**src/rtl/axi2mem_synch_join.sv**
```systemverilog
// ---------------------------------------------------------------------------
// axi2mem_synch_join
//
// N-channel synchronisation join for the axi2mem TCDM path. Every channel
// posts transaction IDs into its own circular FIFO. Once all channels hold at
// least one entry, a single joined request is presented downstream. It carries
// channel 0's head ID. An accepted join pops every channel together.
//
// Ports
//   clk_i               clock, all state updates on the rising edge
//   rst_i               synchronous reset, active-high
//   synch_req_i         [N_CH]            per-channel push request
//   synch_id_i          [N_CH*ID_WIDTH]   per-channel ID, channel c at c*ID_WIDTH
//   synch_ready_o       [N_CH]            per-channel FIFO not full (low in reset)
//   synch_level_o       [N_CH*LW]         per-channel occupancy, LW=$clog2(DEPTH+1)
//   synch_req_o                           joined request valid
//   synch_id_o          [ID_WIDTH]        head ID of channel 0
//   synch_gnt_i                           downstream accept
//   synch_err_o                           heads differ while synch_req_o=1
//   synch_err_sticky_o                    an accepted join had mismatched heads
// ---------------------------------------------------------------------------
module axi2mem_synch_join #(
    parameter int unsigned N_CH     = 2,
    parameter int unsigned ID_WIDTH = 6,
    parameter int unsigned DEPTH    = 2,
    parameter int unsigned CHECK_ID = 1
) (
    input  logic                               clk_i,
    input  logic                               rst_i,
    input  logic [N_CH-1:0]                    synch_req_i,
    input  logic [N_CH*ID_WIDTH-1:0]           synch_id_i,
    output logic [N_CH-1:0]                    synch_ready_o,
    output logic [N_CH*$clog2(DEPTH+1)-1:0]    synch_level_o,
    output logic                               synch_req_o,
    output logic [ID_WIDTH-1:0]                synch_id_o,
    input  logic                               synch_gnt_i,
    output logic                               synch_err_o,
    output logic                               synch_err_sticky_o
);

    localparam int unsigned LW = $clog2(DEPTH + 1);
    localparam int unsigned PW = $clog2(DEPTH);
    localparam logic [LW-1:0] FULL = LW'(DEPTH);

    logic [ID_WIDTH-1:0] mem_q  [N_CH][DEPTH];
    logic [PW-1:0]       rptr_q [N_CH];
    logic [PW-1:0]       wptr_q [N_CH];
    logic [LW-1:0]       cnt_q  [N_CH];
    logic                err_sticky_q;

    logic [N_CH-1:0]     push;
    logic [ID_WIDTH-1:0] head [N_CH];
    logic                join_req;
    logic                pop;
    logic                err;

    // Ready looks at the registered count only, so a full FIFO refuses a push
    // even in a cycle where the join pops it.
    always_comb begin
        join_req = 1'b1;
        push     = '0;
        for (int unsigned c = 0; c < N_CH; c++) begin
            head[c]          = mem_q[c][rptr_q[c]];
            synch_ready_o[c] = (cnt_q[c] != FULL) & ~rst_i;
            push[c]          = synch_req_i[c] & synch_ready_o[c];
            join_req         = join_req & (cnt_q[c] != '0);
        end
    end

    assign pop = join_req & synch_gnt_i;

    generate
        if (CHECK_ID != 0) begin : g_check
            logic mism;
            always_comb begin
                mism = 1'b0;
                for (int unsigned c = 1; c < N_CH; c++) begin
                    mism = mism | (head[c] != head[0]);
                end
            end
            assign err = join_req & mism;
        end else begin : g_nocheck
            assign err = 1'b0;
        end
    endgenerate

    always_ff @(posedge clk_i) begin
        if (rst_i) begin
            for (int unsigned c = 0; c < N_CH; c++) begin
                rptr_q[c] <= '0;
                wptr_q[c] <= '0;
                cnt_q[c]  <= '0;
                for (int unsigned e = 0; e < DEPTH; e++) begin
                    mem_q[c][e] <= '0;
                end
            end
            err_sticky_q <= 1'b0;
        end else begin
            for (int unsigned c = 0; c < N_CH; c++) begin
                if (push[c]) begin
                    mem_q[c][wptr_q[c]] <= synch_id_i[c*ID_WIDTH +: ID_WIDTH];
                    wptr_q[c]           <= wptr_q[c] + PW'(1);
                end
                if (pop) begin
                    rptr_q[c] <= rptr_q[c] + PW'(1);
                end
                case ({push[c], pop})
                    2'b10:   cnt_q[c] <= cnt_q[c] + LW'(1);
                    2'b01:   cnt_q[c] <= cnt_q[c] - LW'(1);
                    default: cnt_q[c] <= cnt_q[c];
                endcase
            end
            if (err & synch_gnt_i) begin
                err_sticky_q <= 1'b1;
            end
        end
    end

    always_comb begin
        synch_level_o = '0;
        for (int unsigned c = 0; c < N_CH; c++) begin
            synch_level_o[c*LW +: LW] = cnt_q[c];
        end
    end

    assign synch_req_o        = join_req;
    assign synch_id_o         = head[0];
    assign synch_err_o        = err;
    assign synch_err_sticky_o = err_sticky_q;

endmodule

```
**config.mk**
```make
export PLATFORM = sky130hd
export DESIGN_NAME = axi2mem_synch_join
export DESIGN_NICKNAME = d
export VERILOG_FILES = /design/src/rtl/axi2mem_synch_join.sv
export SDC_FILE = /design/constraint.sdc
export NUM_CORES = 1
export LEC_CHECK = 0
export CAP_MARGIN = 10
export CORE_ASPECT_RATIO = 1.25
export CORE_UTILIZATION = 30
export CTS_BUF_LIST = sky130_fd_sc_hd__clkbuf_4 sky130_fd_sc_hd__clkbuf_8 sky130_fd_sc_hd__clkbuf_16
export CTS_CLUSTER_DIAMETER = 50
export CTS_CLUSTER_SIZE = 28
export DETAILED_ROUTE_END_ITERATION = 12
export PLACE_DENSITY = 0.53
export SLEW_MARGIN = 30
export SYNTH_ARGS = -nofsm -noshare
export SYNTH_HDL_FRONTEND = slang
export SYNTH_SLANG_ARGS = --single-unit
```
**constraint.sdc**
```tcl
create_clock -name clk_i -period 1.9 [get_ports clk_i]
set_input_delay 0.38 -clock clk_i [delete_from_list [all_inputs] [get_ports clk_i]]
set_output_delay 0.38 -clock clk_i [all_outputs]
set_load 0.02 [all_outputs]
```
==> report_table.html <==
<table>
<tr><th>Metric</th><th>Value</th></tr>
<tr><th colspan="2">Worst setup path</th></tr>
<tr><td>Element type at the critical path start</td><td>flip-flop</td></tr>
<tr><td>Crit path max fanout</td><td>6</td></tr>
<tr><td>Data arrival at the endpoint of the critical path</td><td>1960 ps</td></tr>
<tr><td>Worst Setup End Kind</td><td>output pin</td></tr>
<tr><td>Required time at the endpoint of the critical path</td><td>1520 ps</td></tr>
<tr><td>Path type of the worst setup path</td><td>reg2out</td></tr>
<tr><th colspan="2">Yosys</th></tr>
<tr><td>Sequential share of the synthesized area</td><td>58.3%</td></tr>
<tr><td>Cells after Synth</td><td>134</td></tr>
<tr><td>Synthesized netlist net count</td><td>157</td></tr>
<tr><td>Flop and latch count out of synthesis</td><td>33</td></tr>
<tr><td>Yosys warnings</td><td>0</td></tr>
<tr><td>Commonest register cell after synthesis</td><td>edfxtp_1</td></tr>
<tr><td>Number of enable-type register cells in the synthesized netlist</td><td>32</td></tr>
<tr><td>Combined area of all synthesized cells</td><td>0.00168 mm2</td></tr>
<tr><td>Share of synthesized flip-flops with an asynchronous set or reset</td><td>0%</td></tr>
<tr><td>Post-Syn Area per Cell</td><td>12.5 um2</td></tr>
<tr><td>Count of unique library cells instantiated by Yosys</td><td>26</td></tr>
<tr><th colspan="2">STA</th></tr>
<tr><td>Number of setup violations in the final report</td><td>4</td></tr>
<tr><td>Slew at the pin with the worst max-slew slack</td><td>346 ps</td></tr>
<tr><td>Fin crit period</td><td>2340 ps</td></tr>
<tr><td>RSZ-0062 raised after global routing</td><td>true</td></tr>
<tr><td>Slew Limit Fails</td><td>0</td></tr>
<tr><td>Final worst-path setup slack</td><td>-436 ps</td></tr>
<tr><td>Sum of negative setup slack</td><td>-898 ps</td></tr>
<tr><td>Number of endpoints with negative hold slack in the final report</td><td>0</td></tr>
<tr><td>Final setup skew</td><td>3.73 ps</td></tr>
<tr><td>Final worst-path cycle share</td><td>123%</td></tr>
<tr><td>F_max</td><td>428 MHz</td></tr>
<tr><td>Max-Slew Margin vs Limit</td><td>76.9%</td></tr>
<tr><th colspan="2">Floorplan</th></tr>
<tr><td>Chip height</td><td>85.7 um</td></tr>
<tr><td>I/O Pins</td><td>32</td></tr>
<tr><td>Area of the core region</td><td>0.00541 mm2</td></tr>
<tr><td>Number of placement rows</td><td>30</td></tr>
<tr><td>Full die area</td><td>0.00591 mm2</td></tr>
<tr><td>Initial Util</td><td>31.1%</td></tr>
<tr><td>Die extent in x</td><td>69.0 um</td></tr>
<tr><th colspan="2">Global routing</th></tr>
<tr><td>First-pass GRT wire length</td><td>6200 um</td></tr>
<tr><td>Largest net degree at the start of global routing</td><td>11</td></tr>
<tr><td>GRT Total Usage</td><td>14.6%</td></tr>
<tr><td>Remaining Overflow, GRT</td><td>0</td></tr>
<tr><td>Via count of the first global-routing pass</td><td>1325</td></tr>
<tr><td>Antenna violations before repair</td><td>0</td></tr>
<tr><th colspan="2">Power</th></tr>
<tr><td>Clock Power Share</td><td>23.2%</td></tr>
<tr><td>LEAKAGE</td><td>1.07 nW</td></tr>
<tr><td>Max rail drop VDD</td><td>0.500 mV</td></tr>
<tr><td>Switching share of power</td><td>29.3%</td></tr>
<tr><td>Net Sw Power</td><td>0.639 mW</td></tr>
<tr><td>Power density over the cells</td><td>869 mW/mm2</td></tr>
<tr><td>Int Pwr</td><td>1.54 mW</td></tr>
<tr><td>Portion of total power attributed to sequential cells</td><td>43.1%</td></tr>
<tr><td>Share of power burned in combinational logic</td><td>33.6%</td></tr>
<tr><td>Total power after layout</td><td>2.18 mW</td></tr>
<tr><th colspan="2">Routing</th></tr>
<tr><td>Via total after detailed routing</td><td>1228</td></tr>
<tr><td>Drt drc</td><td>0</td></tr>
<tr><td>Average wire per cell in the routed design</td><td>13.8 um</td></tr>
<tr><td>Drt pass-1 iters</td><td>4</td></tr>
<tr><td>Count of antenna-violating nets left after detailed routing</td><td>0</td></tr>
<tr><td>Total Routed Length</td><td>3680 um</td></tr>
<tr><td>Drt via density</td><td>4.62</td></tr>
<tr><td>Iter 0 DRT Violations</td><td>22</td></tr>
<tr><th colspan="2">Clocking</th></tr>
<tr><td>Clock-pin slew on the worst setup and hold paths</td><td>60 ps</td></tr>
<tr><td>Hold_buf cts</td><td>0</td></tr>
<tr><td>H-tree levels</td><td>2</td></tr>
<tr><td>Clock tree from TritonCTS</td><td>yes</td></tr>
<tr><td>Insertion delay to the later sink of the worst-skew pair</td><td>280 ps</td></tr>
<tr><td>Clock root cell</td><td>clkbuf_8</td></tr>
<tr><td>Clock tree buffer depth</td><td>2</td></tr>
<tr><td>Sinks on Clock Net</td><td>33</td></tr>
<tr><td>TritonCTS buffer count</td><td>5</td></tr>
<tr><th colspan="2">Layout</th></tr>
<tr><td>Fraction of layout instances using a drive strength above 1</td><td>37.6%</td></tr>
<tr><td>Count of inserted antenna diode cells</td><td>0</td></tr>
<tr><td>Commonest cells after routing, fill and taps aside</td><td>buf_4, edfxtp_1, clkdlybuf4s50_1, and2_1, and3_1</td></tr>
<tr><td>Most common cell after layout, fill and taps aside</td><td>buf_4</td></tr>
<tr><td>Design Area, Final</td><td>0.00251 mm2</td></tr>
<tr><td>Non-filler instance count after layout</td><td>266</td></tr>
<tr><td>Area growth, synth to finish</td><td>49.3%</td></tr>
<tr><td>Final net count</td><td>224</td></tr>
<tr><td>Core occupancy in the finished layout</td><td>46.5%</td></tr>
<tr><th colspan="2">Placed design</th></tr>
<tr><td>Routability congestion estimate from global placement</td><td>0.735</td></tr>
<tr><td>Post-DP HPWL</td><td>2840 um</td></tr>
<tr><td>Instance count after placement with tap cells included</td><td>252</td></tr>
<tr><td>IO buf count</td><td>31</td></tr>
<tr><td>Cell Area, Placed</td><td>0.00234 mm2</td></tr>
<tr><th colspan="2">Outcome</th></tr>
<tr><td>Status</td><td>complete, but fails checks</td></tr>
<tr><td>Violated checks</td><td>negative setup slack</td></tr>
<tr><th colspan="2">Worst hold path</th></tr>
<tr><td>Class of the tightest hold or removal check</td><td>reg2reg</td></tr>
<tr><th colspan="2">Flow run</th></tr>
<tr><td>Max capacitance violation total</td><td>0</td></tr>
</table>
final timing paths:
check                startpoint                 end  slack [ps]  cells past startpoint
min          synch_err_sticky_o  synch_err_sticky_o         590                      2
max                rptr_q[0][0]         synch_err_o        -440                      5
max reg2reg         cnt_q[1][0]         cnt_q[1][1]          10                      8
min reg2reg  synch_err_sticky_o  synch_err_sticky_o         590                      2
repair_timing:
| item | CTS | global route |
|---|---|---|
| gates resized for setup | 39 | 7 |
| pin swaps | 6 | 7 |
| setup buffers | 7 | 0 |
| endpoints found under the setup margin | 13 | 15 |
| hold endpoints to repair | 0 | 0 |
power groups by stage:
| stage | logic (mW) | registers, mW | clock network, mW |
|---|---|---|---|
| floorplan | 0.380 | 0.954 | 0 |
| global placement | 0.667 | 0.954 | 0 |
| detailed placement | 0.681 | 0.957 | 0 |
| CTS | 0.750 | 0.942 | 0.516 |
| global route | 0.801 | 0.951 | 0.551 |
| finish | 0.735 | 0.941 | 0.507 |
cell families (layout without fill, tap and decap cells):
family                   after synthesis  after routing  share of synthesized area, %
AND/OR/NAND/NOR                       52             52                          16.4
multiplexers                          12             12                          9.00
buffers and inverters                 11             79                          3.35
AO/OA/AOI/OAI                         12             12                          4.24
adder cells (fa/ha/maj)                6              6                          4.46
XOR/XNOR                               8              8                          4.17
flip-flops                            33             33                          58.3
Yosys cell counts, types with 2 or more instances:
library cell | n | area [um2]
edfxtp_1 | 32 | 961
a21oi_1 | 3 | 15.0
nor2_1 | 10 | 37.5
nand2_1 | 10 | 37.5
nor3_1 | 3 | 15.0
and3_1 | 12 | 75.1
xnor2_1 | 7 | 61.3
clkbuf_1 | 3 | 11.3
buf_6 | 2 | 22.5
ha_1 | 6 | 75.1
mux2i_1 | 5 | 50.1
o21ai_0 | 6 | 30.0
and2_1 | 13 | 81.3
inv_1 | 6 | 22.5
mux2_4 | 3 | 45.0
mux2_2 | 3 | 33.8
flip-flops by register name, summed over array words and instances (netlist names):
name,cells
cnt_q,4
mem_q,24
rptr_q,2
synch_err_sticky_o,1
wptr_q,2
layout make-up:
| type | count | area, um2 |
|---|---|---|
| Clock buffer | 6 | 76.3 |
| Clock inverter | 2 | 10.0 |
| Fill cell | 516 | 2890 |
| Inverter | 6 | 25.0 |
| Multi-Input combinational cell | 90 | 791 |
| Sequential cell | 33 | 981 |
| Tap cell | 64 | 80.1 |
| Timing Repair Buffer | 65 | 548 |
layer usage:
layer  track usage, %  vias up  share of wire [%]
li1                 -      611                  -
met1             14.8      585                 36
met2             28.4       27                 59
met3             3.06        5                3.1
met4             3.90        0                1.2
met5                0        -                  0
critical path: stages, from the launching register on:
cell and delay (ps):
edfxtp_1 510, mux2_4 390, xnor2_4 140, nor4_4 340, a21boi_1 130, buf_4 170
through the flow:
step           setup WS, ps  hold WS [ps]
5_1_grt                -531           617
3_5_place_dp           -589           570
6_report               -436           592
4_1_cts                -439           582
3_3_place_gp           -538           573
2_1_floorplan         -71.4           565
No activity file was read; power rests on OpenSTA's default activity.
